`config.mk`:
```
export PLATFORM = sky130hd
export DESIGN_NAME = sequence_tx_flat
export DESIGN_NICKNAME = d
export VERILOG_FILES = /design/src/rtl/sequence_tx_pkg.sv /design/src/rtl/sequence_tx_if.sv /design/src/rtl/sequence_tx_shifter.sv /design/src/rtl/sequence_tx.sv /design/src/flat_wrapper.sv
export SDC_FILE = /design/constraint.sdc
export NUM_CORES = 1
export LEC_CHECK = 0
export CORE_AREA = 2 2 61 85
export CTS_CLUSTER_SIZE = 8
export DETAILED_ROUTE_END_ITERATION = 7
export DIE_AREA = 0 0 63 87
export PLACE_DENSITY = 0.77
export SLEW_MARGIN = 10
export SYNTH_ARGS = -nofsm -noshare
export SYNTH_HDL_FRONTEND = slang
export SYNTH_SLANG_ARGS = --single-unit
export TNS_END_PERCENT = 30
```
`constraint.sdc`:
```
create_clock -name clk -period 2.35 [get_ports clk]
set_input_delay 0.47 -clock clk [delete_from_list [all_inputs] [get_ports clk]]
set_output_delay 0.47 -clock clk [all_outputs]
set_load 0.01 [all_outputs]
```
`src/rtl/sequence_tx_pkg.sv`:
```
// Shared definitions for the serial pattern transmitter: default sizing,
// length-field width helper and the FSM state encoding.
package sequence_tx_pkg;

  localparam int PAT_W_DEF = 8;
  localparam int CNT_W_DEF = 4;
  localparam int GAP_DEF   = 1;
  localparam int LEN_W     = $clog2(PAT_W_DEF + 1);

  // Width of a length field able to hold 0..pat_w.
  function automatic int len_width(input int pat_w);
    return $clog2(pat_w + 1);
  endfunction

  typedef enum logic [1:0] {
    ST_IDLE = 2'd0,
    ST_SEND = 2'd1,
    ST_GAP  = 2'd2
  } state_e;

endpackage

```
`src/rtl/sequence_tx_if.sv`:
```
// Request/serial-output bundle between a pattern requester and sequence_tx.
interface sequence_tx_if
  import sequence_tx_pkg::*;
#(
  parameter int PAT_W = PAT_W_DEF,
  parameter int CNT_W = CNT_W_DEF
);
  localparam int LW = len_width(PAT_W);

  logic             start;
  logic             abort;
  logic [PAT_W-1:0] pat_in;
  logic [LW-1:0]    pat_len;
  logic [CNT_W-1:0] rep_cnt;
  logic             data;
  logic             valid;
  logic             busy;
  logic             done;

  modport master (
    output start, abort, pat_in, pat_len, rep_cnt,
    input  data, valid, busy, done
  );

  modport slave (
    input  start, abort, pat_in, pat_len, rep_cnt,
    output data, valid, busy, done
  );

endinterface

```
`src/rtl/sequence_tx_shifter.sv`:
```
// Pattern store and bit-index down-counter. bit_out_o is the bit emitted on the
// current edge when load_i/shift_i is high; last_bit_o flags the presented bit as final.
module sequence_tx_shifter
  import sequence_tx_pkg::*;
#(
  parameter int PAT_W = PAT_W_DEF,
  parameter int LW    = len_width(PAT_W)
) (
  input  logic             clk,
  input  logic             rst,
  input  logic             load_i,
  input  logic             shift_i,
  input  logic [PAT_W-1:0] pat_i,
  input  logic [LW-1:0]    len_i,
  output logic             bit_out_o,
  output logic             last_bit_o
);

  logic [PAT_W-1:0] pat_q;
  logic [PAT_W-1:0] sh_q;
  logic [LW-1:0]    len_q;
  logic [LW-1:0]    cnt_q;
  logic [PAT_W-1:0] aligned;

  // Left-align so the first bit to send always sits at the MSB.
  always_comb aligned = pat_i << (PAT_W - int'(len_i));

  always_ff @(posedge clk or negedge rst) begin
    if (!rst) begin
      pat_q <= '0;
      sh_q  <= '0;
      len_q <= '0;
      cnt_q <= '0;
    end else if (load_i) begin
      pat_q <= aligned;
      sh_q  <= aligned << 1;
      len_q <= len_i;
      cnt_q <= len_i - LW'(1);
    end else if (shift_i) begin
      if (cnt_q == '0) begin
        sh_q  <= pat_q << 1;
        cnt_q <= len_q - LW'(1);
      end else begin
        sh_q  <= sh_q << 1;
        cnt_q <= cnt_q - LW'(1);
      end
    end
  end

  always_comb begin
    bit_out_o = sh_q[PAT_W-1];
    if (load_i) begin
      bit_out_o = aligned[PAT_W-1];
    end else if (cnt_q == '0) begin
      bit_out_o = pat_q[PAT_W-1];
    end
  end

  assign last_bit_o = (cnt_q == '0);

endmodule

```
`src/rtl/sequence_tx.sv`:
```
// Serial pattern transmitter: sends a latched pattern MSB-first, repeated
// rep_cnt times with GAP idle bits between repetitions.
module sequence_tx
  import sequence_tx_pkg::*;
#(
  parameter int PAT_W = PAT_W_DEF,
  parameter int CNT_W = CNT_W_DEF,
  parameter int GAP   = GAP_DEF
) (
  input  logic          clk,
  input  logic          rst,
  sequence_tx_if.slave  bus
);

  localparam int LW = len_width(PAT_W);
  localparam int GW = (GAP > 0) ? $clog2(GAP + 1) : 1;

  state_e           state_q, state_d;
  logic [CNT_W-1:0] rep_q, rep_d;
  logic [GW-1:0]    gap_q, gap_d;
  logic             data_q, data_d;
  logic             valid_q, valid_d;
  logic             busy_q, busy_d;
  logic             done_q, done_d;
  logic             load, shift, bit_out, last_bit, accept;

  sequence_tx_shifter #(.PAT_W(PAT_W), .LW(LW)) u_shifter (
    .clk        (clk),
    .rst        (rst),
    .load_i     (load),
    .shift_i    (shift),
    .pat_i      (bus.pat_in),
    .len_i      (bus.pat_len),
    .bit_out_o  (bit_out),
    .last_bit_o (last_bit)
  );

  assign accept = bus.start && !bus.abort && (bus.pat_len != '0) &&
                  (int'(bus.pat_len) <= PAT_W) && (bus.rep_cnt != '0);

  // Outputs are computed for the cycle being entered, so the first bit
  // appears on the cycle right after the accepting edge.
  always_comb begin
    state_d = state_q;
    rep_d   = rep_q;
    gap_d   = gap_q;
    data_d  = 1'b0;
    valid_d = 1'b0;
    busy_d  = 1'b0;
    done_d  = 1'b0;
    load    = 1'b0;
    shift   = 1'b0;
    unique case (state_q)
      ST_IDLE: begin
        if (accept) begin
          load    = 1'b1;
          rep_d   = bus.rep_cnt;
          state_d = ST_SEND;
          data_d  = bit_out;
          valid_d = 1'b1;
          busy_d  = 1'b1;
        end
      end
      ST_SEND: begin
        if (bus.abort) begin
          state_d = ST_IDLE;
        end else if (last_bit && rep_q == CNT_W'(1)) begin
          state_d = ST_IDLE;
          done_d  = 1'b1;
        end else if (last_bit && GAP > 0) begin
          rep_d   = rep_q - CNT_W'(1);
          gap_d   = GW'(GAP - 1);
          state_d = ST_GAP;
          busy_d  = 1'b1;
        end else begin
          if (last_bit) begin
            rep_d = rep_q - CNT_W'(1);
          end
          shift   = 1'b1;
          data_d  = bit_out;
          valid_d = 1'b1;
          busy_d  = 1'b1;
        end
      end
      ST_GAP: begin
        if (bus.abort) begin
          state_d = ST_IDLE;
        end else if (gap_q == '0) begin
          state_d = ST_SEND;
          shift   = 1'b1;
          data_d  = bit_out;
          valid_d = 1'b1;
          busy_d  = 1'b1;
        end else begin
          gap_d  = gap_q - GW'(1);
          busy_d = 1'b1;
        end
      end
      default: state_d = ST_IDLE;
    endcase
  end

  always_ff @(posedge clk or negedge rst) begin
    if (!rst) begin
      state_q <= ST_IDLE;
      rep_q   <= '0;
      gap_q   <= '0;
      data_q  <= 1'b0;
      valid_q <= 1'b0;
      busy_q  <= 1'b0;
      done_q  <= 1'b0;
    end else begin
      state_q <= state_d;
      rep_q   <= rep_d;
      gap_q   <= gap_d;
      data_q  <= data_d;
      valid_q <= valid_d;
      busy_q  <= busy_d;
      done_q  <= done_d;
    end
  end

  assign bus.data  = data_q;
  assign bus.valid = valid_q;
  assign bus.busy  = busy_q;
  assign bus.done  = done_q;

endmodule

```
`src/flat_wrapper.sv`:
```
// flat-port wrapper written by rule: the top's interface ports become plain ports
module sequence_tx_flat import sequence_tx_pkg::*;
#(
  parameter int PAT_W = PAT_W_DEF,
  parameter int CNT_W = CNT_W_DEF,
  parameter int GAP   = GAP_DEF
)
  (clk, rst, bus_start, bus_abort, bus_pat_in, bus_pat_len, bus_rep_cnt, bus_data, bus_valid, bus_busy, bus_done);
  sequence_tx_if #(.PAT_W(PAT_W), .CNT_W(CNT_W)) bus_i ();
  input  logic clk;
  input  logic rst;
  input wire logic [$bits(bus_i.start)-1:0] bus_start;
  input wire logic [$bits(bus_i.abort)-1:0] bus_abort;
  input wire logic [$bits(bus_i.pat_in)-1:0] bus_pat_in;
  input wire logic [$bits(bus_i.pat_len)-1:0] bus_pat_len;
  input wire logic [$bits(bus_i.rep_cnt)-1:0] bus_rep_cnt;
  output wire logic [$bits(bus_i.data)-1:0] bus_data;
  output wire logic [$bits(bus_i.valid)-1:0] bus_valid;
  output wire logic [$bits(bus_i.busy)-1:0] bus_busy;
  output wire logic [$bits(bus_i.done)-1:0] bus_done;
  assign bus_i.start = bus_start;
  assign bus_i.abort = bus_abort;
  assign bus_i.pat_in = bus_pat_in;
  assign bus_i.pat_len = bus_pat_len;
  assign bus_i.rep_cnt = bus_rep_cnt;
  assign bus_data = bus_i.data;
  assign bus_valid = bus_i.valid;
  assign bus_busy = bus_i.busy;
  assign bus_done = bus_i.done;
  sequence_tx #(.PAT_W(PAT_W), .CNT_W(CNT_W), .GAP(GAP)) u_core (.clk(clk), .rst(rst), .bus(bus_i));
endmodule
```
==> summary.md <==
| Metric | Value |
|---|---|
| Most frequent cells in the layout | `buf_4 (37), dfrtp_1 (33), clkdlybuf4s50_1 (22)` |
| Top sig layer | `met4` |
| Sink Count | `33` |
| Antenna Cells | `0` |
| Peak VDD IR | `0.000413 V` |
| Num CTS Buffers | `5` |
| Startpoint types | `primary input` |
| Net Count, Synth | `274` |
| Pre-antenna DRT Iters | `4` |
| RSZ-0062 raised after global routing | `true` |
| Gr usage total | `22.5%` |
| Final Setup Violations | `0` |
| Residual DRC count | `0` |
| Final std cells w/o fill | `360` |
| Max Slew Vio Count | `0` |
| Min Tclk post-route | `2280 ps` |
| Req. time, crit path | `2510 ps` |
| Rel. slew slack | `58.3%` |
| Routed wl met2 | `2880 um` |
| Area leader, netlist | `dfrtp_1` |
| Initial antenna violation count | `0` |
| Later-pin clock latency in the skew report | `280 ps` |
| Mapped Area | `2370 um^2` |
| CTS tree | `yes` |
| Top_reg_cell synth | `dfrtp_1` |
| Rows | `30` |
| PortBufs | `23` |
| EDFF count, synth | `0` |
| Clock Pin Slew Worst Setup and Hold Paths | `70 ps` |
| Outcome | `complete, no violations` |
| Via/cell ratio | `6.07` |
| Syn avg cell area | `9.65 um^2` |
| Fmax | `438 MHz` |
| Pwr/cell area | `998 nW/um^2` |
| Mapped Cells | `246` |
| FF+latch count, synth | `33` |
| Metal1 wirelength | `2410 um` |
| Core Box Area | `4770 um^2` |
| First-pass GRT wire length | `9890 um` |
| Final Hold Viols | `0` |
| GPL Wtd Cong | `0.900` |
| Initial Utilization | `49.8%` |
| Total length of routed wires | `5630 um` |
| Yosys warnings | `0` |
| Worst-path maximum fanout | `6` |
| Placed insts | `352` |
| Area grow syn2layout | `29.0%` |
| Async S/R FF share, synth | `100%` |
| Layout cells sized above 1 | `26.7%` |
| Most common cell after layout, fill and taps aside | `buf_4` |
| Worst Tran Pin Value | `622 ps` |
| Die Ht | `87 um` |
| H-tree depth | `2` |
| Wirelength per Cell | `15.6 um` |
| Clk root buf | `clkbuf_8` |
| Yosys cell types | `59` |
| DR iter-0 viols | `147` |
| Synth top area share | `34.8%` |
| Die width | `63 um` |
| DR vias | `2186` |
| Top cells by area, synth | `dfrtp_1 (35%), mux2i_1 (5.5%), ha_1 (4.2%), o211ai_1 (3.5%), mux2_2 (2.8%)` |
| # nets final | `323` |
| Vias in the first global route | `2160` |
| Final period util | `97.2%` |
| Sequential area share after synthesis | `34.8%` |
| Die ar. | `5480 um^2` |
| Remaining antenna violation count | `0` |
| WP data arrival | `2450 ps` |
| Setup TNS | `0 ps` |
| Final Skew | `2.71 ps` |
| Longest Clk Path Bufs | `2` |
| Overall power | `3060 uW` |
| Met3 WL post-DR | `210 um` |
| Static Leak | `0.00130 uW` |
| # IOs | `24` |
| DP HPWL | `4220 um` |
| Largest net degree at the start of global routing | `34` |
| Max Cap Violations | `0` |
| Worst setup EP type | `register` |
| Grt ovf | `0` |
| Hold Crit Class | `reg -> reg` |
| Crit Path Category | `in -> reg` |
==> logic make-up after synthesis <==
family	synth area share, %
mux	10.4
compound gates	27.5
buf+inv	6.22
flops	34.8
xor+xnor	1.48
simple gates	15.5
fa+ha+maj	4.22
==> metrics by stage <==
step / worst slack [ps] / hold WS (ps) / utilization [%] / area, um^2
detailed placement: -388 / 471 / 61.0 / 2910
finish: 65.2 / 483 / 64.3 / 3060
floorplan: -300 / 174 / - / 2450
global route: -50.4 / 510 / 64.3 / 3060
CTS: 1.87 / 488 / 63.6 / 3030
global placement: -391 / 464 / 61.0 / 2910
==> where the power goes <==
| part | total (uW) | switching [uW] | internal, uW |
|---|---|---|---|
| registers | 1030 | 217 | 814 |
| logic | 1480 | 753 | 727 |
| clock network | 546 | 201 | 345 |
| total | 3060 | 1170 | 1890 |
==> synthesized netlist by cell type, types with 2 or more instances <==
library cell,instances
a2111oi_0,2
a211o_1,2
a211oi_1,6
a21o_1,6
a21oi_1,9
a2bb2oi_1,7
a31oi_1,5
and3_1,2
buf_2,9
clkbuf_1,6
dfrtp_1,33
ha_1,8
inv_1,11
mux2_2,6
mux2i_1,13
nand2_1,15
nand2b_1,5
nand3_1,2
nor2_1,5
nor2b_1,7
nor3_1,10
nor4_1,3
o211ai_1,11
o21a_1,2
o21ai_0,12
o22a_1,5
o22ai_1,3
o311ai_0,2
or2_2,3
or3_1,2
or3b_2,2
or4_1,3
xor2_1,3
==> path summary, 6_finish.rpt <==
kind,slack [ps],startpoint,cells after the start,end
min in group asynchronous,580,rst,2,u_core.rep_q[3]
worst max-delay path,70,bus_pat_len[1],12,u_core.u_shifter.cnt_q[2]
worst min-delay path,480,u_core.u_shifter.pat_q[2],1,u_core.u_shifter.pat_q[2]
worst max register to register,290,u_core.state_q[1],6,u_core.u_shifter.sh_q[1]
worst min register to register,480,u_core.u_shifter.pat_q[2],1,u_core.u_shifter.pat_q[2]
max in group asynchronous,1470,rst,2,u_core.u_shifter.cnt_q[1]
==> worst max-delay path: stages <==
cell and delay (ps):
clkdlybuf4s50_1 430, inv_2 80, ha_4 170, nand2b_4 140, o221ai_4 130, or2_4 270, o21ai_2 140, ha_2 200
inv_2 50, and3_1 160, o21ai_1 120, a31oi_1 80
==> layout make-up <==
class	count	area [um^2]
inverter	11	46.3
fill	373	1700
timing repair buffer	60	507
clock buffer	7	86.3
clock inverter	1	30.0
sequential	33	826
multi-input combinational	184	1490
tap	64	80.1
==> state kept, by name, summed over array words and instances (netlist names) <==
name                    flops
u_core.bus.busy             1
u_core.bus.data             1
u_core.bus.done             1
u_core.bus.valid            1
u_core.rep_q                4
u_core.state_q              2
u_core.u_shifter.cnt_q      4
u_core.u_shifter.len_q      4
u_core.u_shifter.pat_q      8
u_core.u_shifter.sh_q       7
==> timing repair <==
action                     CTS  global route
hold endpoints to repair     0             0
buffers inserted             0             0
pin swaps                    1             3
setup endpoints to repair    2             5
gates resized for setup      3             7
hold buffers                 0             0
==> layer usage <==
metal  vias up  track usage (%)
li1       1045                -
met1      1064             26.9
met2        67             39.4
met3        10             2.72
met4         0             11.7
met5         -                0
(Power assumes the default switching activity.)
